### config.mk
export PLATFORM = sky130hd
export DESIGN_NAME = memory_turn_ctrl
export DESIGN_NICKNAME = d
export VERILOG_FILES = /design/src/rtl/memory_turn_ctrl.sv
export SDC_FILE = /design/constraint.sdc
export NUM_CORES = 1
export LEC_CHECK = 0
export ABC_AREA = 1
export BUFFER_PORTS_ARGS = -buffer_cell sky130_fd_sc_hd__buf_2
export CELL_PAD_IN_SITES_DETAIL_PLACEMENT = 1
export CELL_PAD_IN_SITES_GLOBAL_PLACEMENT = 2
export CORE_ASPECT_RATIO = 0.75
export CORE_MARGIN = 1
export CORE_UTILIZATION = 32
export DETAILED_ROUTE_END_ITERATION = 10
export MAX_ROUTING_LAYER = met4
export PLACE_DENSITY_LB_ADDON = 0.2
export SYNTH_ARGS = -nofsm -noshare
export SYNTH_HDL_FRONTEND = slang
export SYNTH_SLANG_ARGS = --single-unit
### constraint.sdc
create_clock -name clk -period 3.7 [get_ports clk]
set_input_delay 0.555 -clock clk [delete_from_list [all_inputs] [get_ports clk]]
set_output_delay 0.555 -clock clk [all_outputs]
set_load 0.03 [all_outputs]
### src/rtl/memory_turn_ctrl.sv
// Turn sequencer for the 16-card memory game: reveals two cards per turn,
// compares symbols, removes or re-hides the pair, keeps scores and enforces
// a per-turn tick budget.
module memory_turn_ctrl #(
  parameter int unsigned TICK_DIV       = 50_000_000 / 10,
  parameter int unsigned TICKS_PER_TURN = 300,
  parameter int unsigned MISMATCH_HOLD  = 15
) (
  input  logic        clk,
  input  logic        rst,
  input  logic        start_pulse,
  input  logic        click_pulse,
  input  logic [3:0]  sel_idx,
  input  logic [47:0] board_syms,
  output logic [15:0] faceup_mask,
  output logic [15:0] removed_mask,
  output logic        current_player,
  output logic [3:0]  p1_pairs,
  output logic [3:0]  p2_pairs,
  output logic        show_winner,
  output logic [1:0]  winner,
  output logic [8:0]  ticks_left
);

  localparam int unsigned PW = (TICK_DIV > 1) ? $clog2(TICK_DIV) : 1;
  localparam int unsigned HW = (MISMATCH_HOLD > 0) ? $clog2(MISMATCH_HOLD + 1) : 1;
  localparam logic [PW-1:0] PRESC_LAST  = PW'(TICK_DIV - 1);
  localparam logic [8:0]    TURN_RELOAD = 9'(TICKS_PER_TURN);
  localparam logic [HW-1:0] HOLD_RELOAD = HW'(MISMATCH_HOLD);

  typedef enum logic [2:0] {
    IDLE,
    PICK1,
    PICK2,
    COMPARE,
    HOLD,
    GAME_OVER
  } state_t;

  state_t          state, state_d;
  logic [PW-1:0]   presc;
  logic            tick;
  logic [HW-1:0]   hold_cnt, hold_d;
  logic [3:0]      idx_a, idx_a_d, idx_b, idx_b_d;
  logic [15:0]     faceup_d, removed_d;
  logic            player_d;
  logic [3:0]      p1_d, p2_d;
  logic [8:0]      tl_d;
  logic [2:0]      syms [16];
  logic            valid_click;

  // Free-running game-tick prescaler.
  always_ff @(posedge clk) begin
    if (rst) begin
      presc <= '0;
    end else if (presc == PRESC_LAST) begin
      presc <= '0;
    end else begin
      presc <= presc + PW'(1);
    end
  end

  assign tick = (presc == PRESC_LAST);

  // Unpack the flat symbol bus into per-card entries.
  always_comb begin
    for (int unsigned i = 0; i < 16; i++) begin
      syms[i] = board_syms[3*i +: 3];
    end
  end

  assign valid_click = click_pulse && !faceup_mask[sel_idx] && !removed_mask[sel_idx];

  // State and game-data registers.
  always_ff @(posedge clk) begin
    if (rst) begin
      state          <= IDLE;
      faceup_mask    <= '0;
      removed_mask   <= '0;
      current_player <= 1'b0;
      p1_pairs       <= '0;
      p2_pairs       <= '0;
      ticks_left     <= TURN_RELOAD;
      hold_cnt       <= '0;
      idx_a          <= '0;
      idx_b          <= '0;
    end else begin
      state          <= state_d;
      faceup_mask    <= faceup_d;
      removed_mask   <= removed_d;
      current_player <= player_d;
      p1_pairs       <= p1_d;
      p2_pairs       <= p2_d;
      ticks_left     <= tl_d;
      hold_cnt       <= hold_d;
      idx_a          <= idx_a_d;
      idx_b          <= idx_b_d;
    end
  end

  // Next-state and next-data logic for the turn sequencer.
  always_comb begin
    state_d   = state;
    faceup_d  = faceup_mask;
    removed_d = removed_mask;
    player_d  = current_player;
    p1_d      = p1_pairs;
    p2_d      = p2_pairs;
    tl_d      = ticks_left;
    hold_d    = hold_cnt;
    idx_a_d   = idx_a;
    idx_b_d   = idx_b;

    case (state)
      IDLE: begin
        if (start_pulse) begin
          state_d  = PICK1;
          player_d = 1'b0;
          tl_d     = TURN_RELOAD;
        end
      end

      PICK1, PICK2: begin
        // Expiry takes priority over a click landing on the same cycle.
        if (tick && ticks_left == 9'd1) begin
          faceup_d = '0;
          player_d = ~current_player;
          tl_d     = TURN_RELOAD;
          state_d  = PICK1;
        end else begin
          if (tick) begin
            tl_d = ticks_left - 9'd1;
          end
          if (valid_click) begin
            faceup_d[sel_idx] = 1'b1;
            if (state == PICK1) begin
              idx_a_d = sel_idx;
              state_d = PICK2;
            end else begin
              idx_b_d = sel_idx;
              state_d = COMPARE;
            end
          end
        end
      end

      COMPARE: begin
        if (syms[idx_a] == syms[idx_b]) begin
          removed_d[idx_a] = 1'b1;
          removed_d[idx_b] = 1'b1;
          faceup_d[idx_a]  = 1'b0;
          faceup_d[idx_b]  = 1'b0;
          if (!current_player) begin
            if (p1_pairs != 4'd8) p1_d = p1_pairs + 4'd1;
          end else begin
            if (p2_pairs != 4'd8) p2_d = p2_pairs + 4'd1;
          end
          tl_d    = TURN_RELOAD;
          state_d = (&removed_d) ? GAME_OVER : PICK1;
        end else begin
          hold_d  = HOLD_RELOAD;
          state_d = HOLD;
        end
      end

      HOLD: begin
        if (tick) begin
          if (hold_cnt <= HW'(1)) begin
            hold_d          = '0;
            faceup_d[idx_a] = 1'b0;
            faceup_d[idx_b] = 1'b0;
            player_d        = ~current_player;
            tl_d            = TURN_RELOAD;
            state_d         = PICK1;
          end else begin
            hold_d = hold_cnt - HW'(1);
          end
        end
      end

      GAME_OVER: begin
        if (start_pulse) begin
          faceup_d  = '0;
          removed_d = '0;
          p1_d      = '0;
          p2_d      = '0;
          player_d  = 1'b0;
          tl_d      = TURN_RELOAD;
          state_d   = PICK1;
        end
      end

      default: state_d = IDLE;
    endcase
  end

  // Winner decode, only meaningful once the board is cleared.
  always_comb begin
    show_winner = (state == GAME_OVER);
    winner      = 2'b00;
    if (state == GAME_OVER) begin
      if (p1_pairs > p2_pairs)      winner = 2'b01;
      else if (p2_pairs > p1_pairs) winner = 2'b10;
      else                          winner = 2'b11;
    end
  end

endmodule

## After elaboration in Yosys (flattened, before gate mapping)

Index checks and enable logic that the tools add are counted.

- Reductions and logical operators: 28
- $add $sub $neg: 5
- Div/mod/pow operators: 0
- Bitwise logic cells: 12
- Shifts and indexed selects: 0
- $mul: 0
- Eq/ne operators: 23
- Order comparisons: 11
- Mux-type cells: 62

Operators with widths:

| cell | count |
|---|---|
| $mux 16 | 7 |
| $pmux 16 s4 | 1 |
| $mux 9 | 6 |
| $or 16x16->16 | 3 |
| $mux 4 | 10 |
| $pmux 9 s4 | 1 |
| $mux 3 | 11 |
| $and 16x16->16 | 2 |
| $not 16->16 | 2 |
| $pmux 16 s2 | 1 |
| $bmux 3 s4 | 2 |
| $pmux 4 s2 | 3 |
| $add 23x1->23 const B | 1 |
| $eq 23x23->1 const B | 1 |
| $ne 2x2->1 const B | 10 |
| $reduce_and 16->1 | 1 |
| $lt 4x5->1 const B | 3 |
| $reduce_and 5->1 | 3 |
| $demux 1 s4 | 3 |
| $ge 4x1->1 const B | 3 |
| $pmux 3 s4 | 1 |
| $reduce_and 4->1 | 3 |
| $reduce_and 6->1 | 2 |
| $mux 1 | 11 |
| 27 further kinds | 50 |

- Memory bits (read-only): 0
- Word-level logic and storage cells: 152
- Memories: 0
- Bits in latches: 0
- Input bits: 56
- RAM bits: 0
- Flip-flop bits (word level): 88
- Output and inout bits: 53

## Logic depth before layout (Yosys ltp)

Gate-level depths: netlist of run 1.

- Depth in word-level cells: 10
- Depth in mapped cells: 21
- Gate-level depth less buffers: 18

## Worst setup path after synthesis of run 1

No wires, ideal clock.

- Path type: register to output
- Start: reg state[2]
- End: out winner[0]
- Path buffers: 2
- Stages on the path, launching flop included: 9
- Arrival time: 1.875 ns
- Path slack: 1.270 ns
- Data required time: 3.145 ns
- Path through: dfxtp_1 > inv_1 > nor2_1 > inv_2 > nor2_2 > inv_1 > buf_2 > buf_1 > a21oi_1

- Longest elaborated chain between the ends: 2

RTL lines:

| element | RTL line | text |
|---|---|---|
| start: declaration | 40 | `state_t state, state_d;` |
| start signal: assignment | 88 | `state <= state_d;` |
| $eq 3x3->1 | -- |  |
| via show_winner | 20 | `output logic show_winner,` |
| $mux 2 | 201 | `if (state == GAME_OVER) begin` |
| end: declaration | 21 | `output logic [1:0] winner,` |

The timed path passes the listed nets, and every way through them passes these cells.

## Worst setup path in the final report of run 1

- Start: reg state[1]
- End: reg faceup_mask[2]

- Longest elaborated chain between the ends: 4
- Elaborated cells on any way between the ends: 14
- Classes of those cells: 10 x eq/ne; 1 x mux; 3 x reduce/logical

RTL lines:

| element | RTL line | text |
|---|---|---|
| $eq 3x1->1 or $eq 3x2->1 (tied branches) | 114 | `case (state)` |
| $reduce_or 2->1 | 114 |  |
| $ne 3x3->1 (no source line) or $reduce_bool 4->1 (tied branches) | -- |  |
| $reduce_and 6->1 (no source line) | -- |  |
| end signal: assignment | 89 | `faceup_mask <= faceup_d;` |
| end: declaration | 15 | `output logic [15:0] faceup_mask,` |

Parallel ways exist; a longest one is shown, timed or not.
A chain may end at the register's enable or synchronous reset.

==> report_table.html, run 1 <==
<table>
<tr><th>Metric</th><th>Value</th></tr>
<tr><th colspan="2">Outcome</th></tr>
<tr><td>Outcome</td><td>finished, final reports clean</td></tr>
<tr><th colspan="2">GRT</th></tr>
<tr><td>Antenna violations before repair</td><td>2</td></tr>
<tr><td>GR Util All Layers</td><td>23.2%</td></tr>
<tr><td>First-pass GRT wire length</td><td>38600 µm</td></tr>
<tr><td>Maximum number of pins on one net before global-route repair</td><td>57</td></tr>
<tr><td>GRT overflow</td><td>0</td></tr>
<tr><td>Vias in the first global route</td><td>7335</td></tr>
<tr><th colspan="2">CTS</th></tr>
<tr><td>CTS buffer count</td><td>9</td></tr>
<tr><td>Number of clock sinks</td><td>88</td></tr>
<tr><td>Post-cts sizing count</td><td>0</td></tr>
<tr><td>Number of hold buffers added after cts</td><td>0</td></tr>
<tr><td>Root buf cell</td><td>sky130_fd_sc_hd__clkbuf_16</td></tr>
<tr><td>Clock Latency Late Sink</td><td>0.37 ns</td></tr>
<tr><td>Number of levels the H-tree was split into</td><td>3</td></tr>
<tr><td>Number of buffers added for setup after CTS</td><td>0</td></tr>
<tr><td>Register clock-pin slew on the reported worst setup and hold paths</td><td>0.08 ns</td></tr>
<tr><td>TritonCTS clock tree</td><td>built</td></tr>
<tr><td>Max Buffers Root-to-Sink</td><td>2</td></tr>
<tr><th colspan="2">Drt</th></tr>
<tr><td>Number of vias in the routed layout</td><td>7489</td></tr>
<tr><td>Uppermost layer routed</td><td>met4</td></tr>
<tr><td>DRT Pass-1 Iters</td><td>6</td></tr>
<tr><td>Routed Antenna Nets</td><td>0</td></tr>
<tr><td>Routed length on met3</td><td>1220 µm</td></tr>
<tr><td>Number of design rule violations left after detail routing</td><td>0</td></tr>
<tr><td>Number of DRC violations after detailed-routing iteration 0</td><td>275</td></tr>
<tr><td>Met2 routed WL</td><td>10000 µm</td></tr>
<tr><td>Final WL</td><td>23800 µm</td></tr>
<tr><td>Average vias per placed instance</td><td>4.84</td></tr>
<tr><td>M1 wire length</td><td>12300 µm</td></tr>
<tr><td>Wire per inst</td><td>15.4 µm</td></tr>
<tr><th colspan="2">Timing</th></tr>
<tr><td>Final-report hold violation count</td><td>0</td></tr>
<tr><td>Worst-Margin Slew</td><td>0.788 ns</td></tr>
<tr><td>Final critical path time including I/O delays and setup</td><td>2.78 ns</td></tr>
<tr><td>Post-route setup slack</td><td>0.922 ns</td></tr>
<tr><td>Highest attainable clock frequency</td><td>360 MHz</td></tr>
<tr><td>Max-slew violation total from the final report</td><td>0</td></tr>
<tr><td>Total negative setup slack</td><td>0 ns</td></tr>
<tr><td>Unrepaired setup endpoints after global routing</td><td>no</td></tr>
<tr><td>Max-Slew Margin vs Limit</td><td>47.2%</td></tr>
<tr><td>Worst setup skew after layout</td><td>0.00948 ns</td></tr>
<tr><td>Final setup vio count</td><td>0</td></tr>
<tr><td>Final period util</td><td>75.1%</td></tr>
<tr><td>Worst hold slack across all endpoints</td><td>0.456 ns</td></tr>
<tr><th colspan="2">Synth</th></tr>
<tr><td>Top cell type's share of synthesized area</td><td>25.8%</td></tr>
<tr><td>Seq cells post-synth</td><td>88</td></tr>
<tr><td>Share of synthesized flip-flops with an asynchronous set or reset</td><td>0%</td></tr>
<tr><td>Number of distinct standard cells referenced by the synthesized netlist</td><td>47</td></tr>
<tr><td>Post-synthesis instance area</td><td>0.00683 mm²</td></tr>
<tr><td>Post-synthesis cell type with the largest combined area</td><td>sky130_fd_sc_hd__dfxtp_1</td></tr>
<tr><td>Mean post-synth cell area</td><td>5.82 µm²</td></tr>
<tr><td>Most area-consuming cells after synthesis</td><td>sky130_fd_sc_hd__dfxtp_1 (26%), sky130_fd_sc_hd__nand2_1 (23%), sky130_fd_sc_hd__inv_1 (7.5%)</td></tr>
<tr><td>Dominant register cell in the synthesized netlist</td><td>sky130_fd_sc_hd__dfxtp_1</td></tr>
<tr><td>Net count after synthesis</td><td>1241</td></tr>
<tr><td>Count of flip-flops with a built-in enable after synthesis</td><td>0</td></tr>
<tr><td>Synthesized instance count</td><td>1172</td></tr>
<tr><td>Post-synthesis sequential area ratio</td><td>25.8%</td></tr>
<tr><td>Count of warnings emitted by yosys</td><td>0</td></tr>
<tr><th colspan="2">Job</th></tr>
<tr><td>Count of max-cap constraint violations</td><td>0</td></tr>
<tr><th colspan="2">Place</th></tr>
<tr><td>Area of placed instances</td><td>0.00746 mm²</td></tr>
<tr><td>I/O Buffers</td><td>108</td></tr>
<tr><td>Post-Place Setup Slack</td><td>1.00 ns</td></tr>
<tr><td>Routability Congestion</td><td>0.931</td></tr>
<tr><td>Hpwl dp</td><td>18300 µm</td></tr>
<tr><th colspan="2">Die</th></tr>
<tr><td>Die footprint</td><td>0.0219 mm²</td></tr>
<tr><td>Starting density of the core</td><td>33.2%</td></tr>
<tr><td>Die Span Y</td><td>128 µm</td></tr>
<tr><td>I/O pin cnt</td><td>109</td></tr>
<tr><td>Die Wd</td><td>171 µm</td></tr>
<tr><td>Standard-cell row count</td><td>45</td></tr>
<tr><td>Core area</td><td>0.0206 mm²</td></tr>
<tr><th colspan="2">Worst hold path</th></tr>
<tr><td>HP Class</td><td>reg -&gt; reg</td></tr>
<tr><td>Startpoint of the tightest hold check path</td><td>presc[0]</td></tr>
<tr><th colspan="2">Setup path</th></tr>
<tr><td>Required time reported for the critical path endpoint</td><td>4.00 ns</td></tr>
<tr><td>Worst Setup SP</td><td>state[1]</td></tr>
<tr><td>Master of the slowest instance on the critical path</td><td>sky130_fd_sc_hd__a31oi_2</td></tr>
<tr><td>Worst Setup End Kind</td><td>register</td></tr>
<tr><td>Cell-by-cell trace of the critical path</td><td>nor2_1 &gt; inv_2 &gt; nor2_2 &gt; nor2_4 &gt; nand2_1 &gt; a31oi_2 &gt; buf_4 &gt; o21ai_0 &gt; nand3_1 &gt; nand2_1 &gt; nor2_1</td></tr>
<tr><td>Crit Path Class</td><td>reg -&gt; reg</td></tr>
<tr><td>Crit start category</td><td>register</td></tr>
<tr><td>Worst R2R Start</td><td>state[1]</td></tr>
<tr><td>Signal arrival time at the worst endpoint</td><td>3.08 ns</td></tr>
<tr><td>Critical path peak fanout</td><td>18</td></tr>
<tr><td>Slowest stage delay, CP</td><td>0.67 ns</td></tr>
<tr><th colspan="2">Pwr</th></tr>
<tr><td>Total power per unit cell area</td><td>716 mW/mm²</td></tr>
<tr><td>Pleak</td><td>3.73 nW</td></tr>
<tr><td>Peak supply drop</td><td>274 µV</td></tr>
<tr><th colspan="2">Cells and area</th></tr>
<tr><td>Ratio of cells with drive above 1 in the final layout</td><td>15.0%</td></tr>
<tr><td>Number of nets in the final layout</td><td>1328</td></tr>
<tr><td>Leading cell type in the layout, fill and taps excluded</td><td>sky130_fd_sc_hd__nand2_1</td></tr>
<tr><td>Commonest cells after routing, fill and taps aside</td><td>sky130_fd_sc_hd__nand2_1 (421), sky130_fd_sc_hd__inv_1 (136), sky130_fd_sc_hd__nor2_1 (134)</td></tr>
<tr><td>Area grow syn2layout</td><td>13.7%</td></tr>
<tr><td>Layout Cell Area excl Fill</td><td>0.00776 mm²</td></tr>
</table>
[state kept, by name (all words and copies together), names as in the netlist]
register	flops
current_player	1
faceup_mask	16
hold_cnt	4
idx_a	4
idx_b	4
p1_pairs	4
p2_pairs	4
presc	23
removed_mask	16
state	3
ticks_left	9
[power breakdown]
group / leakage [nW] / total (mW) / internal [mW] / switching (mW)
Clock: 0.147 / 0.957 / 0.479 / 0.477
Sequential: 0.717 / 1.40 / 1.16 / 0.244
Combinational: 2.87 / 3.20 / 0.976 / 2.23
Total: 3.73 / 5.56 / 2.61 / 2.95
[worst paths after layout]
path	endpoint	slack (ns)	depth (start not counted)
worst max-delay path	faceup_mask[2]	0.92	11
worst min-delay path	presc[0]	0.46	1
worst max register to register	faceup_mask[2]	0.92	11
worst min register to register	presc[0]	0.46	1
[kinds of logic (layout without fill, tap and decap cells)]
group / count (synthesis) / count (layout) / share of synthesized area [%]
xor gates and xnor gates: 14 / 14 / 1.80
buffers and inverters: 185 / 277 / 12.8
AOI/OAI and AO/OA: 147 / 147 / 11.6
and+or+nand+nor: 725 / 725 / 45.7
other: 0 / 2 / 0
adders and majority gates: 13 / 13 / 2.38
DFF: 88 / 88 / 25.8
[cell usage after synthesis, types with 2 or more instances]
library cell                 n
sky130_fd_sc_hd__nand3_1    75
sky130_fd_sc_hd__o21ai_1    12
sky130_fd_sc_hd__a21oi_1    50
sky130_fd_sc_hd__nand4_1    22
sky130_fd_sc_hd__nor3b_1     2
sky130_fd_sc_hd__nand2_1   421
sky130_fd_sc_hd__clkbuf_1   10
sky130_fd_sc_hd__nand2_2     5
sky130_fd_sc_hd__buf_4       8
sky130_fd_sc_hd__ha_1       13
sky130_fd_sc_hd__inv_2       5
sky130_fd_sc_hd__inv_1     136
sky130_fd_sc_hd__nor2_4      3
sky130_fd_sc_hd__a31oi_1     3
sky130_fd_sc_hd__or3_1       2
sky130_fd_sc_hd__nor2_2     26
sky130_fd_sc_hd__or2_2       2
sky130_fd_sc_hd__nand3_2     3
sky130_fd_sc_hd__nand3b_1    2
sky130_fd_sc_hd__nor2_1    134
sky130_fd_sc_hd__xor2_1      8
sky130_fd_sc_hd__o21ai_0    68
sky130_fd_sc_hd__o31ai_1     2
sky130_fd_sc_hd__dfxtp_1    88
sky130_fd_sc_hd__xnor2_1     6
sky130_fd_sc_hd__buf_2       6
sky130_fd_sc_hd__nand2_4     3
sky130_fd_sc_hd__o22ai_1     2
sky130_fd_sc_hd__buf_6      16
sky130_fd_sc_hd__nor3_1     16
sky130_fd_sc_hd__o211ai_1    4
sky130_fd_sc_hd__nor4_1      4
[critical path, delay by kind of cell (launching register included)]
| kind | cells | cell delay [ns] |
|---|---|---|
| AO/OA/AOI/OAI | 2 | 0.74 |
| AND/OR/NAND/NOR | 7 | 1.15 |
| buffers and inverters | 2 | 0.34 |
| flip-flops | 1 | 0.47 |
[area by class of cell]
type	count	area [µm²]
multi-input cells	899	4190
repair buffers	118	616
diodes	2	5.00
inverters	143	539
flip-flops and latches	88	1760
clock buffers	9	225
fillers	2857	12800
clock inverters	7	71.3
well taps	282	353
[stage by stage]
| stage | utilization (%) | std cells | total power [mW] |
|---|---|---|---|
| floorplan | - | 1172 | 3.89 |
| global placement | 36.3 | 1530 | 4.58 |
| detailed placement | 36.3 | 1530 | 4.62 |
| CTS | 37.8 | 1546 | 5.61 |
| global route | 37.8 | 1548 | 6.07 |
| finish | 37.8 | 1548 | 5.56 |
[metal layers]
| metal | vias up | track usage, % |
|---|---|---|
| met3 | 19 | 4.92 |
| met1 | 3471 | 31.8 |
| met4 | 0 | 4.50 |
| met5 | - | - |
| li1 | 3868 | - |
| met2 | 131 | 35.0 |
(Power assumes the default switching activity.)
==> inputs of run 2 (changes only) <==
--- a/config.mk
+++ b/config.mk
@@ -11,7 +11,7 @@
 export CELL_PAD_IN_SITES_GLOBAL_PLACEMENT = 2
 export CORE_ASPECT_RATIO = 0.75
 export CORE_MARGIN = 1
-export CORE_UTILIZATION = 32
+export CORE_UTILIZATION = 30
 export DETAILED_ROUTE_END_ITERATION = 10
 export MAX_ROUTING_LAYER = met4
 export PLACE_DENSITY_LB_ADDON = 0.2
==> constraint.sdc (replaced) <==
create_clock -name clk -period 2.6 [get_ports clk]
set_input_delay 0.39 -clock clk [delete_from_list [all_inputs] [get_ports clk]]
set_output_delay 0.39 -clock clk [all_outputs]
set_load 0.03 [all_outputs]
==> run 2 against run 1 <==
Effect of this change: critical path depth unchanged; via count increased by 0.79%; sequential power increased by 43%; critical endpoint is now ticks_left[7]; largest cell class unchanged; global-route usage decreased by 1.1 points; non-clock buffer count increased by 17; clock skew increased by 0.0015 ns; routed wire length increased by 1.4%; sequential cell count unchanged; highest routed layer unchanged; worst hold slack got worse by 0.11 ns; cell count increased by 1.9%; register-to-register slack got worse by 0.67 ns.
==> report_table.html, run 2 (same netlist as run 1, synthesis figures left out) <==
<table>
<tr><th>Metric</th><th>Value</th></tr>
<tr><th colspan="2">Cells and area</th></tr>
<tr><td>Layout Cell Area excl Fill</td><td>0.00800 mm²</td></tr>
<tr><td>Area grow syn2layout</td><td>17.2%</td></tr>
<tr><td>Final cell count without fillers</td><td>1577</td></tr>
<tr><td>Commonest cells after routing, fill and taps aside</td><td>sky130_fd_sc_hd__nand2_1 (421), sky130_fd_sc_hd__inv_1 (136), sky130_fd_sc_hd__nor2_1 (133)</td></tr>
<tr><td>Max FFs per register</td><td>23</td></tr>
<tr><td>Number of nets in the final layout</td><td>1345</td></tr>
<tr><td>Register bank with the most flops</td><td>presc</td></tr>
<tr><td>Final core utilization</td><td>36.1%</td></tr>
<tr><td>Leading cell type in the layout, fill and taps excluded</td><td>sky130_fd_sc_hd__nand2_1</td></tr>
<tr><td>Ratio of cells with drive above 1 in the final layout</td><td>16.1%</td></tr>
<tr><td>Registers with the most flip-flops</td><td>presc (23), faceup_mask (16), removed_mask (16)</td></tr>
<tr><th colspan="2">Drt</th></tr>
<tr><td>Wire per inst</td><td>15.3 µm</td></tr>
<tr><td>Average vias per placed instance</td><td>4.79</td></tr>
<tr><td>Number of vias in the routed layout</td><td>7548</td></tr>
<tr><td>Number of design rule violations left after detail routing</td><td>0</td></tr>
<tr><td>Routed Antenna Nets</td><td>0</td></tr>
<tr><td>Final WL</td><td>24200 µm</td></tr>
<tr><td>Number of DRC violations after detailed-routing iteration 0</td><td>347</td></tr>
<tr><td>DRT Pass-1 Iters</td><td>5</td></tr>
<tr><th colspan="2">Timing</th></tr>
<tr><td>Post-route setup slack</td><td>0.248 ns</td></tr>
<tr><td>Final setup vio count</td><td>0</td></tr>
<tr><td>Worst-Margin Slew</td><td>0.839 ns</td></tr>
<tr><td>Final period util</td><td>90.5%</td></tr>
<tr><td>Worst setup skew after layout</td><td>0.0110 ns</td></tr>
<tr><td>Max-slew violation total from the final report</td><td>0</td></tr>
<tr><td>Highest attainable clock frequency</td><td>425 MHz</td></tr>
<tr><td>Max-Slew Margin vs Limit</td><td>43.9%</td></tr>
<tr><td>Final-report hold violation count</td><td>0</td></tr>
<tr><td>Worst hold slack across all endpoints</td><td>0.348 ns</td></tr>
<tr><td>Total negative setup slack</td><td>0 ns</td></tr>
<tr><td>Final critical path time including I/O delays and setup</td><td>2.35 ns</td></tr>
<tr><th colspan="2">Die</th></tr>
<tr><td>Core area</td><td>0.0222 mm²</td></tr>
<tr><td>I/O pin cnt</td><td>109</td></tr>
<tr><td>Die Wd</td><td>176 µm</td></tr>
<tr><td>Die footprint</td><td>0.0234 mm²</td></tr>
<tr><td>Starting density of the core</td><td>30.8%</td></tr>
<tr><td>Die Span Y</td><td>133 µm</td></tr>
<tr><td>Standard-cell row count</td><td>47</td></tr>
<tr><th colspan="2">Setup path</th></tr>
<tr><td>Cell family with the largest share of critical-path delay</td><td>simple AND/OR/NAND/NOR gates</td></tr>
<tr><td>Number of cells traversed by the worst register-to-register path</td><td>11</td></tr>
<tr><td>Number of gates on the worst path with buffers counted</td><td>11</td></tr>
<tr><td>Worst Setup End Kind</td><td>register</td></tr>
<tr><td>Critical path peak fanout</td><td>11</td></tr>
<tr><td>Required time reported for the critical path endpoint</td><td>2.90 ns</td></tr>
<tr><td>Crit start category</td><td>register</td></tr>
<tr><td>Slowest stage delay, CP</td><td>0.35 ns</td></tr>
<tr><td>Cell-by-cell trace of the critical path</td><td>ha_1 &gt; nand3_2 &gt; nor4_2 &gt; nand3_2 &gt; nand2_2 &gt; nand3_1 &gt; a21oi_2 &gt; nand2_2 &gt; inv_1 &gt; nor2_1 &gt; nor2_1</td></tr>
<tr><td>Crit Path Class</td><td>reg -&gt; reg</td></tr>
<tr><td>Buf/Inv on CP</td><td>1</td></tr>
<tr><td>Master of the slowest instance on the critical path</td><td>sky130_fd_sc_hd__dfxtp_1</td></tr>
<tr><td>Signal arrival time at the worst endpoint</td><td>2.65 ns</td></tr>
<tr><th colspan="2">CTS</th></tr>
<tr><td>Register clock-pin slew on the reported worst setup and hold paths</td><td>0.07 ns</td></tr>
<tr><td>CTS buffer count</td><td>9</td></tr>
<tr><td>TritonCTS clock tree</td><td>built</td></tr>
<tr><td>Number of hold buffers added after cts</td><td>0</td></tr>
<tr><td>Number of clock sinks</td><td>88</td></tr>
<tr><td>Max Buffers Root-to-Sink</td><td>2</td></tr>
<tr><td>Root buf cell</td><td>sky130_fd_sc_hd__clkbuf_16</td></tr>
<tr><td>Clock Latency Late Sink</td><td>0.36 ns</td></tr>
<tr><td>Number of levels the H-tree was split into</td><td>3</td></tr>
<tr><th colspan="2">Outcome</th></tr>
<tr><td>Outcome</td><td>finished, final reports clean</td></tr>
<tr><th colspan="2">Place</th></tr>
<tr><td>I/O Buffers</td><td>108</td></tr>
<tr><td>Hpwl dp</td><td>19000 µm</td></tr>
<tr><td>Placed cell count</td><td>1556</td></tr>
<tr><td>Post-Place Setup Slack</td><td>0.126 ns</td></tr>
<tr><td>Area of placed instances</td><td>0.00764 mm²</td></tr>
<tr><td>Routability Congestion</td><td>0.905</td></tr>
<tr><th colspan="2">Worst hold path</th></tr>
<tr><td>HP Class</td><td>in -&gt; reg</td></tr>
<tr><td>Instance count along the most critical hold path</td><td>2</td></tr>
<tr><th colspan="2">Pwr</th></tr>
<tr><td>Peak supply drop</td><td>437 µV</td></tr>
<tr><td>Total power per unit cell area</td><td>1010 mW/mm²</td></tr>
<tr><td>Total power of the final layout</td><td>8.11 mW</td></tr>
<tr><td>Pleak</td><td>3.84 nW</td></tr>
<tr><th colspan="2">GRT</th></tr>
<tr><td>Vias in the first global route</td><td>7554</td></tr>
<tr><td>GRT overflow</td><td>0</td></tr>
<tr><td>Maximum number of pins on one net before global-route repair</td><td>51</td></tr>
<tr><td>First-pass GRT wire length</td><td>39700 µm</td></tr>
<tr><td>GR Util All Layers</td><td>22.1%</td></tr>
<tr><td>Antenna violations before repair</td><td>2</td></tr>
<tr><th colspan="2">Job</th></tr>
<tr><td>Count of max-cap constraint violations</td><td>0</td></tr>
</table>
run 2: final timing paths:
path,endpoint,slack [ns],start
max reg2reg,ticks_left[7],0.25,presc[0]
min reg2reg,presc[0],0.45,presc[0]
min,hold_cnt[1],0.35,rst
max,ticks_left[7],0.25,presc[0]
run 2: power breakdown:
part	internal, mW	switching (mW)	total [mW]
combinational	1.55	3.18	4.73
sequential	1.65	0.356	2.00
clock	0.800	0.580	1.38
run 2: area by class of cell:
class | instances | area, µm²
clock buffers | 12 | 256
diodes | 2 | 5.00
well taps | 294 | 368
flip-flops and latches | 88 | 1760
multi-input cells | 899 | 4200
inverters | 143 | 542
clock inverters | 4 | 51.3
fillers | 2993 | 14200
repair buffers | 135 | 818
run 2: timing repair:
action | in CTS | in global routing
resized for setup | 0 | 2
setup buffers | 0 | 3
endpoints found under the setup margin | 0 | 20
run 2: metal layers:
metal,routed length (µm),up-vias,GRT usage (%)
li1,-,3910,-
met1,12700,3526,30.4
met2,10400,98,33.2
met3,933,14,4.25
met4,197,0,4.69
met5,0,-,-
